File: src/rtl/inst_encoder_if.sv
// Request/response bundle for inst_encoder.
//   slave  : encoder side (takes requests, drives the word stream)
//   master : producer/sink side (drives requests, consumes words)
// Request : in_valid/in_ready handshake with in_fmt, in_opcode, in_funct3,
//           in_funct7, in_rd, in_rs1, in_rs2, in_imm, in_li
// Response: out_valid/out_ready handshake with out_inst, out_addr; err pulse
interface inst_encoder_if #(
  parameter int unsigned ADDR_W = 32
) ();
  logic              in_valid;
  logic              in_ready;
  logic [2:0]        in_fmt;
  logic [6:0]        in_opcode;
  logic [2:0]        in_funct3;
  logic [6:0]        in_funct7;
  logic [4:0]        in_rd;
  logic [4:0]        in_rs1;
  logic [4:0]        in_rs2;
  logic [31:0]       in_imm;
  logic              in_li;
  logic              out_valid;
  logic              out_ready;
  logic [31:0]       out_inst;
  logic [ADDR_W-1:0] out_addr;
  logic              err;

  modport slave (
    input  in_valid, in_fmt, in_opcode, in_funct3, in_funct7,
           in_rd, in_rs1, in_rs2, in_imm, in_li, out_ready,
    output in_ready, out_valid, out_inst, out_addr, err
  );

  modport master (
    output in_valid, in_fmt, in_opcode, in_funct3, in_funct7,
           in_rd, in_rs1, in_rs2, in_imm, in_li, out_ready,
    input  in_ready, out_valid, out_inst, out_addr, err
  );
endinterface

File: src/rtl/inst_encoder.sv
// inst_encoder: builds RV32I instruction words from field-level requests and
// streams them out with an instruction-memory word address. An LI pseudo-op
// expands into ADDI, LUI, or LUI followed by ADDI.
// Ports:
//   clk  : clock, all state on rising edge
//   rst  : synchronous reset, active-high
//   bus  : inst_encoder_if.slave (request handshake, output word stream, err)
// Parameters:
//   ADDR_W    : width of out_addr
//   BASE_ADDR : address of the first emitted word (4-byte aligned)
// Format codes on in_fmt: R=0 I=1 S=2 B=3 U=4 J=5.
// Optional build macro ENCODER_RANGE_CHECK_EN: reject requests whose immediate
// does not fit the selected format (err pulse, nothing emitted). Without it
// out-of-range bits are truncated and err is held 0.
module inst_encoder #(
  parameter int unsigned          ADDR_W    = 32,
  parameter logic [ADDR_W-1:0]    BASE_ADDR = '0
) (
  input  logic           clk,
  input  logic           rst,
  inst_encoder_if.slave  bus
);

  localparam logic [2:0] TYPE_R = 3'd0;
  localparam logic [2:0] TYPE_I = 3'd1;
  localparam logic [2:0] TYPE_S = 3'd2;
  localparam logic [2:0] TYPE_B = 3'd3;
  localparam logic [2:0] TYPE_U = 3'd4;
  localparam logic [2:0] TYPE_J = 3'd5;

  localparam logic [6:0] OP_LUI    = 7'b0110111;
  localparam logic [6:0] OP_IMM    = 7'b0010011;

  typedef enum logic [0:0] {IDLE, LI_LO} state_t;

  state_t            state, state_nxt;
  logic              out_valid_q;
  logic [31:0]       out_inst_q;
  logic [ADDR_W-1:0] out_addr_q;
  logic [ADDR_W-1:0] next_addr_q;
  logic [4:0]        li_rd_q;
  logic [11:0]       li_lo_q;

  logic              accept, drain, ready;
  logic              load;
  logic [31:0]       load_word;
  logic [31:0]       enc_word;
  logic [31:0]       li_sum;
  logic              li_small, li_lui_only;
  logic              is_shift;
  logic              range_bad;

  logic [31:0] imm;
  assign imm = bus.in_imm;

  assign ready  = (state == IDLE) && (!out_valid_q || bus.out_ready);
  assign accept = bus.in_valid && ready;
  assign drain  = out_valid_q && bus.out_ready;

  // Immediate-form shifts carry funct7 in the top bits with shamt below it.
  assign is_shift = (bus.in_opcode == OP_IMM) &&
                    ((bus.in_funct3 == 3'b001) || (bus.in_funct3 == 3'b101));

  always_comb begin
    enc_word = '0;
    case (bus.in_fmt)
      TYPE_R: enc_word = {bus.in_funct7, bus.in_rs2, bus.in_rs1, bus.in_funct3,
                          bus.in_rd, bus.in_opcode};
      TYPE_I: enc_word = is_shift ?
                         {bus.in_funct7, imm[4:0], bus.in_rs1, bus.in_funct3,
                          bus.in_rd, bus.in_opcode} :
                         {imm[11:0], bus.in_rs1, bus.in_funct3,
                          bus.in_rd, bus.in_opcode};
      TYPE_S: enc_word = {imm[11:5], bus.in_rs2, bus.in_rs1, bus.in_funct3,
                          imm[4:0], bus.in_opcode};
      TYPE_B: enc_word = {imm[12], imm[10:5], bus.in_rs2, bus.in_rs1,
                          bus.in_funct3, imm[4:1], imm[11], bus.in_opcode};
      TYPE_U: enc_word = {imm[31:12], bus.in_rd, bus.in_opcode};
      TYPE_J: enc_word = {imm[20], imm[10:1], imm[11], imm[19:12],
                          bus.in_rd, bus.in_opcode};
      default: enc_word = '0;
    endcase
  end

`ifdef ENCODER_RANGE_CHECK_EN
  logic err_q;

  always_comb begin
    range_bad = 1'b0;
    if (!bus.in_li) begin
      case (bus.in_fmt)
        TYPE_I, TYPE_S: range_bad = !((&imm[31:11]) || !(|imm[31:11]));
        TYPE_B: range_bad = !((&imm[31:12]) || !(|imm[31:12])) || imm[0];
        TYPE_J: range_bad = !((&imm[31:20]) || !(|imm[31:20])) || imm[0];
        TYPE_U: range_bad = |imm[11:0];
        default: range_bad = 1'b0;
      endcase
    end
  end

  always_ff @(posedge clk) begin
    if (rst) err_q <= 1'b0;
    else     err_q <= accept && range_bad;
  end

  assign bus.err = err_q;
`else
  assign range_bad = 1'b0;
  assign bus.err   = 1'b0;
`endif

  // LUI takes the rounded upper part so the sign-extended ADDI low part
  // lands on the exact value.
  assign li_sum      = imm + 32'h0000_0800;
  assign li_small    = (&imm[31:11]) || !(|imm[31:11]);
  assign li_lui_only = (imm[11:0] == 12'h000);

  always_comb begin
    state_nxt = state;
    load      = 1'b0;
    load_word = '0;
    case (state)
      IDLE: begin
        if (accept && !range_bad) begin
          load = 1'b1;
          if (!bus.in_li) begin
            load_word = enc_word;
          end else if (li_small) begin
            load_word = {imm[11:0], 5'd0, 3'b000, bus.in_rd, OP_IMM};
          end else if (li_lui_only) begin
            load_word = {imm[31:12], bus.in_rd, OP_LUI};
          end else begin
            load_word = {li_sum[31:12], bus.in_rd, OP_LUI};
            state_nxt = LI_LO;
          end
        end
      end
      LI_LO: begin
        if (drain) begin
          load      = 1'b1;
          load_word = {li_lo_q, li_rd_q, 3'b000, li_rd_q, OP_IMM};
          state_nxt = IDLE;
        end
      end
      default: state_nxt = IDLE;
    endcase
  end

  always_ff @(posedge clk) begin
    if (rst) state <= IDLE;
    else     state <= state_nxt;
  end

  // next_addr_q is the address for the next load; a same-cycle drain means
  // the new word goes directly after the one leaving.
  always_ff @(posedge clk) begin
    if (rst) begin
      out_valid_q <= 1'b0;
      out_inst_q  <= '0;
      out_addr_q  <= BASE_ADDR;
      next_addr_q <= BASE_ADDR;
      li_rd_q     <= '0;
      li_lo_q     <= '0;
    end else begin
      if (load) begin
        out_valid_q <= 1'b1;
        out_inst_q  <= load_word;
        out_addr_q  <= drain ? out_addr_q + ADDR_W'(4) : next_addr_q;
      end else if (drain) begin
        out_valid_q <= 1'b0;
      end
      if (drain) next_addr_q <= out_addr_q + ADDR_W'(4);
      if (accept && bus.in_li) begin
        li_rd_q <= bus.in_rd;
        li_lo_q <= imm[11:0];
      end
    end
  end

  assign bus.in_ready  = ready;
  assign bus.out_valid = out_valid_q;
  assign bus.out_inst  = out_inst_q;
  assign bus.out_addr  = out_addr_q;

endmodule
File: src/flat_wrapper.sv
// flat-port wrapper written by rule: the top's interface ports become plain ports
module inst_encoder_flat 
#(
  parameter int unsigned          ADDR_W    = 32,
  parameter logic [ADDR_W-1:0]    BASE_ADDR = '0
)
  (clk, rst, bus_in_valid, bus_in_fmt, bus_in_opcode, bus_in_funct3, bus_in_funct7, bus_in_rd, bus_in_rs1, bus_in_rs2, bus_in_imm, bus_in_li, bus_out_ready, bus_in_ready, bus_out_valid, bus_out_inst, bus_out_addr, bus_err);
  inst_encoder_if #(.ADDR_W(ADDR_W)) bus_i ();
  input  logic clk;
  input  logic rst;
  input wire logic [$bits(bus_i.in_valid)-1:0] bus_in_valid;
  input wire logic [$bits(bus_i.in_fmt)-1:0] bus_in_fmt;
  input wire logic [$bits(bus_i.in_opcode)-1:0] bus_in_opcode;
  input wire logic [$bits(bus_i.in_funct3)-1:0] bus_in_funct3;
  input wire logic [$bits(bus_i.in_funct7)-1:0] bus_in_funct7;
  input wire logic [$bits(bus_i.in_rd)-1:0] bus_in_rd;
  input wire logic [$bits(bus_i.in_rs1)-1:0] bus_in_rs1;
  input wire logic [$bits(bus_i.in_rs2)-1:0] bus_in_rs2;
  input wire logic [$bits(bus_i.in_imm)-1:0] bus_in_imm;
  input wire logic [$bits(bus_i.in_li)-1:0] bus_in_li;
  input wire logic [$bits(bus_i.out_ready)-1:0] bus_out_ready;
  output wire logic [$bits(bus_i.in_ready)-1:0] bus_in_ready;
  output wire logic [$bits(bus_i.out_valid)-1:0] bus_out_valid;
  output wire logic [$bits(bus_i.out_inst)-1:0] bus_out_inst;
  output wire logic [$bits(bus_i.out_addr)-1:0] bus_out_addr;
  output wire logic [$bits(bus_i.err)-1:0] bus_err;
  assign bus_i.in_valid = bus_in_valid;
  assign bus_i.in_fmt = bus_in_fmt;
  assign bus_i.in_opcode = bus_in_opcode;
  assign bus_i.in_funct3 = bus_in_funct3;
  assign bus_i.in_funct7 = bus_in_funct7;
  assign bus_i.in_rd = bus_in_rd;
  assign bus_i.in_rs1 = bus_in_rs1;
  assign bus_i.in_rs2 = bus_in_rs2;
  assign bus_i.in_imm = bus_in_imm;
  assign bus_i.in_li = bus_in_li;
  assign bus_i.out_ready = bus_out_ready;
  assign bus_in_ready = bus_i.in_ready;
  assign bus_out_valid = bus_i.out_valid;
  assign bus_out_inst = bus_i.out_inst;
  assign bus_out_addr = bus_i.out_addr;
  assign bus_err = bus_i.err;
  inst_encoder #(.ADDR_W(ADDR_W), .BASE_ADDR(BASE_ADDR)) u_core (.clk(clk), .rst(rst), .bus(bus_i));
endmodule
File: config.mk
export PLATFORM = sky130hd
export DESIGN_NAME = inst_encoder_flat
export DESIGN_NICKNAME = d
export VERILOG_FILES = /design/src/rtl/inst_encoder_if.sv /design/src/rtl/inst_encoder.sv /design/src/flat_wrapper.sv
export SDC_FILE = /design/constraint.sdc
export NUM_CORES = 1
export LEC_CHECK = 0
export BUFFER_PORTS_ARGS = -buffer_cell sky130_fd_sc_hd__buf_2
export CORE_ASPECT_RATIO = 0.8
export CORE_UTILIZATION = 50
export CTS_CLUSTER_DIAMETER = 50
export DETAILED_ROUTE_END_ITERATION = 6
export PLACE_DENSITY = 0.74
export SLEW_MARGIN = 20
export SYNTH_ARGS = -nofsm -noshare
export SYNTH_HDL_FRONTEND = slang
export SYNTH_SLANG_ARGS = --single-unit
File: constraint.sdc
create_clock -name clk -period 2.35 [get_ports clk]
set_clock_uncertainty 0.15 [all_clocks]
set_input_delay 0.235 -clock clk [delete_from_list [all_inputs] [get_ports clk]]
set_output_delay 0.235 -clock clk [all_outputs]
set_load 0.02 [all_outputs]
# Yosys cells after proc, flatten, opt, wreduce, memory -nomap -nowiden
# Cells that the tools add are included.
# op_classes
mux	20
bitwise	1
n_eq_ne	8
add_sub_neg	2
n_reduce_logical	15
# op_table
op	n
32-bit two-way mux	7
32-bit case mux with 6 select lines	1
32-bit case mux with 2 select lines	1
32-bit by 12-bit adder with 32-bit output, second input constant	1
32-bit by 3-bit adder with 32-bit output, second input constant	1
21-bit AND reduction	1
21-bit OR reduction	1
12-bit logical NOT	1
3-bit == test, second input constant	3
1-bit two-way mux	9
7-bit by 5-bit == test with 1-bit output, second input constant	1
3-bit by 1-bit == test with 1-bit output, second input constant	2
3-bit by 2-bit == test with 1-bit output, second input constant	2
1-bit logical AND	5
1-bit case mux with 2 select lines	2
3-bit logical NOT	1
1-bit logical OR	3
1-bit logical NOT	2
2-bit nonzero test	1
1-bit inverter	1
# totals
word_cells	53
inputBits	72
ff_bits	115
output_inout_bits	67

# Logic depth before layout (Yosys ltp)
# depth
word_depth	8
ltp_mapped	9
ltp_nobuf	8

# Worst setup path after synthesis
# Ideal clock, no wire load.
# synth_timing
path_type	reg2reg
startpoint	register u_core.out_addr_q[2], in the netlist u_core.bus.out_addr[2]
endpoint	register u_core.out_addr_q[30], in the netlist u_core.bus.out_addr[30]
slack_ps	-71
stages_incl_launch_ff	9
required_ps	2126
t_arrival_ps	2197
path_buffers	1
setup_ps	74
period_less_slack_ps	2421
cell_sequence	dfxtp_1 -> ha_1 -> and4_1 -> buf_2 -> nand4_1 -> nor2_2 -> nand4_1 -> or4_1 -> a31oi_1
# synth_between
elab_chain_cells	2
# synth_rtl
item	line_no	source
from (decl)	inst_encoder.sv:39	logic [ADDR_W-1:0] out_addr_q;
from (signal assigned)	inst_encoder.sv:168	out_addr_q <= drain ? out_addr_q + ADDR_W'(4) : next_addr_q;
32-bit by 3-bit adder with 32-bit output	inst_encoder.sv:168	
32-bit two-way mux	inst_encoder.sv:168	
# No other way between the ends.
# A chain may end at the register's enable or synchronous reset.

# Worst setup path after layout
# layout_timing
startpoint	input port bus_in_imm[6]
endpoint	register u_core.out_inst_q[29], in the netlist u_core.bus.out_inst[29]
# layout_between
elab_chain_cells	6
elab_cells_between_ends	7
classes_between	add/sub (1); mux (5); reduce/logical (1)
# layout_rtl
item	line_no	source
from (decl)	flat_wrapper.sv:19	input wire logic [$bits(bus_i.in_imm)-1:0] bus_in_imm;
32-bit by 12-bit adder with 32-bit output or 12-bit logical NOT (tied branches)	inst_encoder.sv:114, inst_encoder.sv:116	
32-bit two-way mux *	inst_encoder.sv:130	end else if (li_lui_only) begin
32-bit two-way mux *	inst_encoder.sv:128	end else if (li_small) begin
32-bit two-way mux *	inst_encoder.sv:126	if (!bus.in_li) begin
32-bit two-way mux *	inst_encoder.sv:124	if (accept && !range_bad) begin
32-bit case mux with 2 select lines *	inst_encoder.sv:122	case (state)
to (signal assigned)	inst_encoder.sv:167	out_inst_q <= load_word;
to (decl)	inst_encoder.sv:38	logic [31:0] out_inst_q;
# Every way passes the cells marked *; elsewhere a longest branch is shown, timed or not.

==> results.toml <==
[floorplan]
initial_core_util_pct = 51.53
fp.dieH_um = 105.2
dieArea_um2 = 13780
design.core.area_um2 = 12920
ioPinCount = 139
dieWidth_um = 131.0
placementRows = 37

[synthesis]
synth_edf_count = 0
synth_nets = 939
synthFlopType = "dfxtp_1"
syn_area_um2 = 6655
ys_seq_area_share_pct = 34.59
synth_area_leader_cell = "dfxtp_1"
netlist_top_cells_area = "dfxtp_1, nand2_1, a21oi_1, nor2_1, xnor2_1"
async_flop_share_pct = 0
ys_ff_latch = 115
synth_cells = 864
synth_warnings = 0
synth.distinct_cells = 76
syn_avg_cell_area_um2 = 7.703
synth_top_area_share_pct = 34.59
yosys-top-cells-count = "nand2_1, dfxtp_1, nor2_1"
yosysMostFrequentCell = "nand2_1"

[grt]
grt_max_degree = 44
track_usage_pct = 32.76
grt_pass1_wl_mm = 35.02
grt_pass1_vias = 6771
grt_antenna_before_repair = 0
gr-total-overflow = 0

[hold_path]
holdCritStartpoint = "bus_in_opcode[4]"
hp-class = "in -> reg"
holdPathEnd = "u_core.bus.out_inst[4]"
whs_path_depth = 3

[timing]
max_freq_ghz = 0.4417
slew_viol_final = 0
rsz0062_at_grt = "true"
worst_slew_pin_slew_ns = 1.053
period_share_pct = 96.34
fin_tns_setup_ns = 0
slew_headroom_pct = 29.53
setup_ws_ns = 0.08600
finalHoldViolCount = 0
setup_violations = 0
layout_min_cycle_time_ns = 2.264

[routing]
drtAntennaViolNets = 0
drt_wl_total_mm = 21.63
drt-pass1-iter-count = 7
drc = 2
vias = 7368
routed_via_density = 6.034
routedWlPerCell_um = 17.72
drt_iter0_drc = 837

[clocking]
clkSinkCount = 115
clkSlewWorstSetupHoldPaths_ns = 0.06
cts_tree = "yes"
cts_buffers = 17
clockBufferDepth = 2
clock-root-buffer = "clkbuf_16"
htree_levels = 4
clk_latency_ns = 0.42

[critical_path]
endpoint_kind = "register"
rr_worst_depth = 5
arrival_ns = 2.40
startpoint_type = "primary input"
path_cells = "dlygate4sd3_1 > buf_2 > nor4_1 > buf_4 > a31oi_2 > nor3b_2 > mux2_2 > o221ai_1 > o21ai_0"
cp_max_fo = 4
cp_slowest_cell = "dlygate4sd3_1"
timing.rr.end = "u_core.next_addr_q[25]"
cp.required_ns = 2.49
cp_slowest_stage_delay_ns = 0.53
reg2reg_from = "u_core.bus.out_addr[10]"
r2r_slack_ns = 0.10
worstSetupPathType = "in -> reg"

[finish]
insertedDiodeCount = 0
nNetsFinal = 1108
area_delta_synth_final_pct = 29.63
postLayoutCellArea_um2 = 8627
fill_cells = 1104
regArea_um2 = 2305
fin_util_pct = 66.79
drive_gt1_share_pct = 25.24
multi_input_area_um2 = 4045

[power]
total_power_uw = 5687
switching_share_pct = 27.89
p_switching_uw = 1586
irDropWorstVdd_v = 0.0006016
leakage_uw = 0.003409
comb_power_share_pct = 16.5
pwr-share-seq_pct = 37.3
power_density_nw_per_um2 = 659.2
clkPwrFrac_pct = 46.2
intPower_uw = 4101

[run_status]
outcome = "complete, but fails checks"
violations = "DRC"

[placement]
io_buffer_count = 137
placed_area_um2 = 7819
gp_congestion = 1.011
place_ws_ns = -0.08956
dp_hpwl_mm = 15.31

[job]
maxCapViolations = 0
-- what timing repair did --
action / 4_1_cts / 5_1_grt
setup buffers: 0 / 1
gates resized for setup: 0 / 3
hold buffers: 18 / 0
endpoints found under the hold margin: 22 / 0
setup endpoints to repair: 0 / 11
-- cells in the final DEF, fill, tap and decap left out, types with 4 or more instances in the layout --
master,n
mux2i_1,21
nand4_1,14
nor2_1,83
nand3_1,33
and3_1,13
a21oi_1,80
xnor2_1,33
clkbuf_16,17
mux2_2,6
xor2_1,9
a22o_1,4
a21o_1,4
dlygate4sd3_1,18
nand2_1,119
nand3b_1,7
nor4_1,11
clkinvlp_4,5
nor3_1,15
a31oi_1,15
buf_4,61
inv_1,15
a211oi_1,21
a311oi_1,7
o21ai_0,41
o31ai_1,8
a22oi_1,29
buf_2,136
buf_12,4
a222oi_1,8
dfxtp_1,113
-- layer usage --
layer	up-vias	part of all wire (%)	GRT usage [%]
met3	32	9.6	7.885
met2	371	43	46.90
li1	3522	-	-
met4	0	1.3	7.964
met1	3443	46	48.61
met5	-	0	0
-- cells by family after synthesis --
| logic type | after synthesis | synth area share [%] |
|---|---|---|
| simple gates | 336 | 24.33 |
| compound gates | 256 | 25.49 |
| flops | 115 | 34.59 |
| buf+inv | 84 | 5.264 |
| xor+xnor | 42 | 5.527 |
| mux | 27 | 4.174 |
| fa+ha+maj | 3 | 0.5641 |
| other cells | 1 | 0.05635 |
-- sequential cells by signal, summed over array words and instances (netlist names) --
signal / cells
u_core.li_lo_q: 12
u_core.li_rd_q: 5
u_core.bus.out_valid: 1
u_core.next_addr_q: 32
u_core.bus.out_addr: 32
u_core.bus.out_inst: 32
u_core.state: 1
-- area by class of cell --
cell class                 instances  share of cell area [%]
clock buffer                      19                   5.134
clock inverter                    13                   1.856
inverter                          15                  0.6526
multi-input combinational        665                   46.89
sequential                       115                   26.72
tap                              175                   2.538
timing repair buffer             219                   16.21
-- power groups by stage --
| stage | sequential (uW) | clock [uW] | combinational [uW] |
|---|---|---|---|
| 6_report | 2120 | 2630 | 936 |
| 5_1_grt | 2130 | 2770 | 1020 |
| 4_1_cts | 2120 | 2650 | 921 |
| 3_5_place_dp | 2160 | 0 | 891 |
| 3_3_place_gp | 2160 | 0 | 883 |
| 2_1_floorplan | 2220 | 0 | 462 |
-- critical path, delay by kind of cell --
kind                   cells  cell delay (ns)
AOI/OAI and AO/OA          3             0.64
muxes                      1             0.35
buffers and inverters      3             0.85
and+or+nand+nor            2             0.31
-- worst max-delay path by stage --
stage	startpoint	to	slack, ns	depth (start not counted)
6_report	bus_in_imm[6]	u_core.bus.out_inst[29]	0.09	9
5_1_grt	bus_in_imm[6]	u_core.bus.out_inst[21]	-0.02	10
4_1_cts	bus_in_opcode[3]	u_core.bus.out_inst[26]	0.03	7
3_5_place_dp	bus_in_imm[11]	u_core.bus.out_inst[21]	-0.09	8
3_3_place_gp	bus_in_imm[11]	u_core.bus.out_inst[21]	0.03	8
2_1_floorplan	u_core.bus.out_addr[2]	u_core.bus.out_addr[30]	0.07	8
-- stage by stage --
stage                     hold WS (ns)  cells
after floorplan                 0.2210    864
after global placement          0.2914   1170
after detailed placement        0.2944   1170
after CTS                     0.005541   1220
after global routing           0.02997   1221
final                          0.01214   1221
Note: power is estimated with default switching activity, not from simulation.
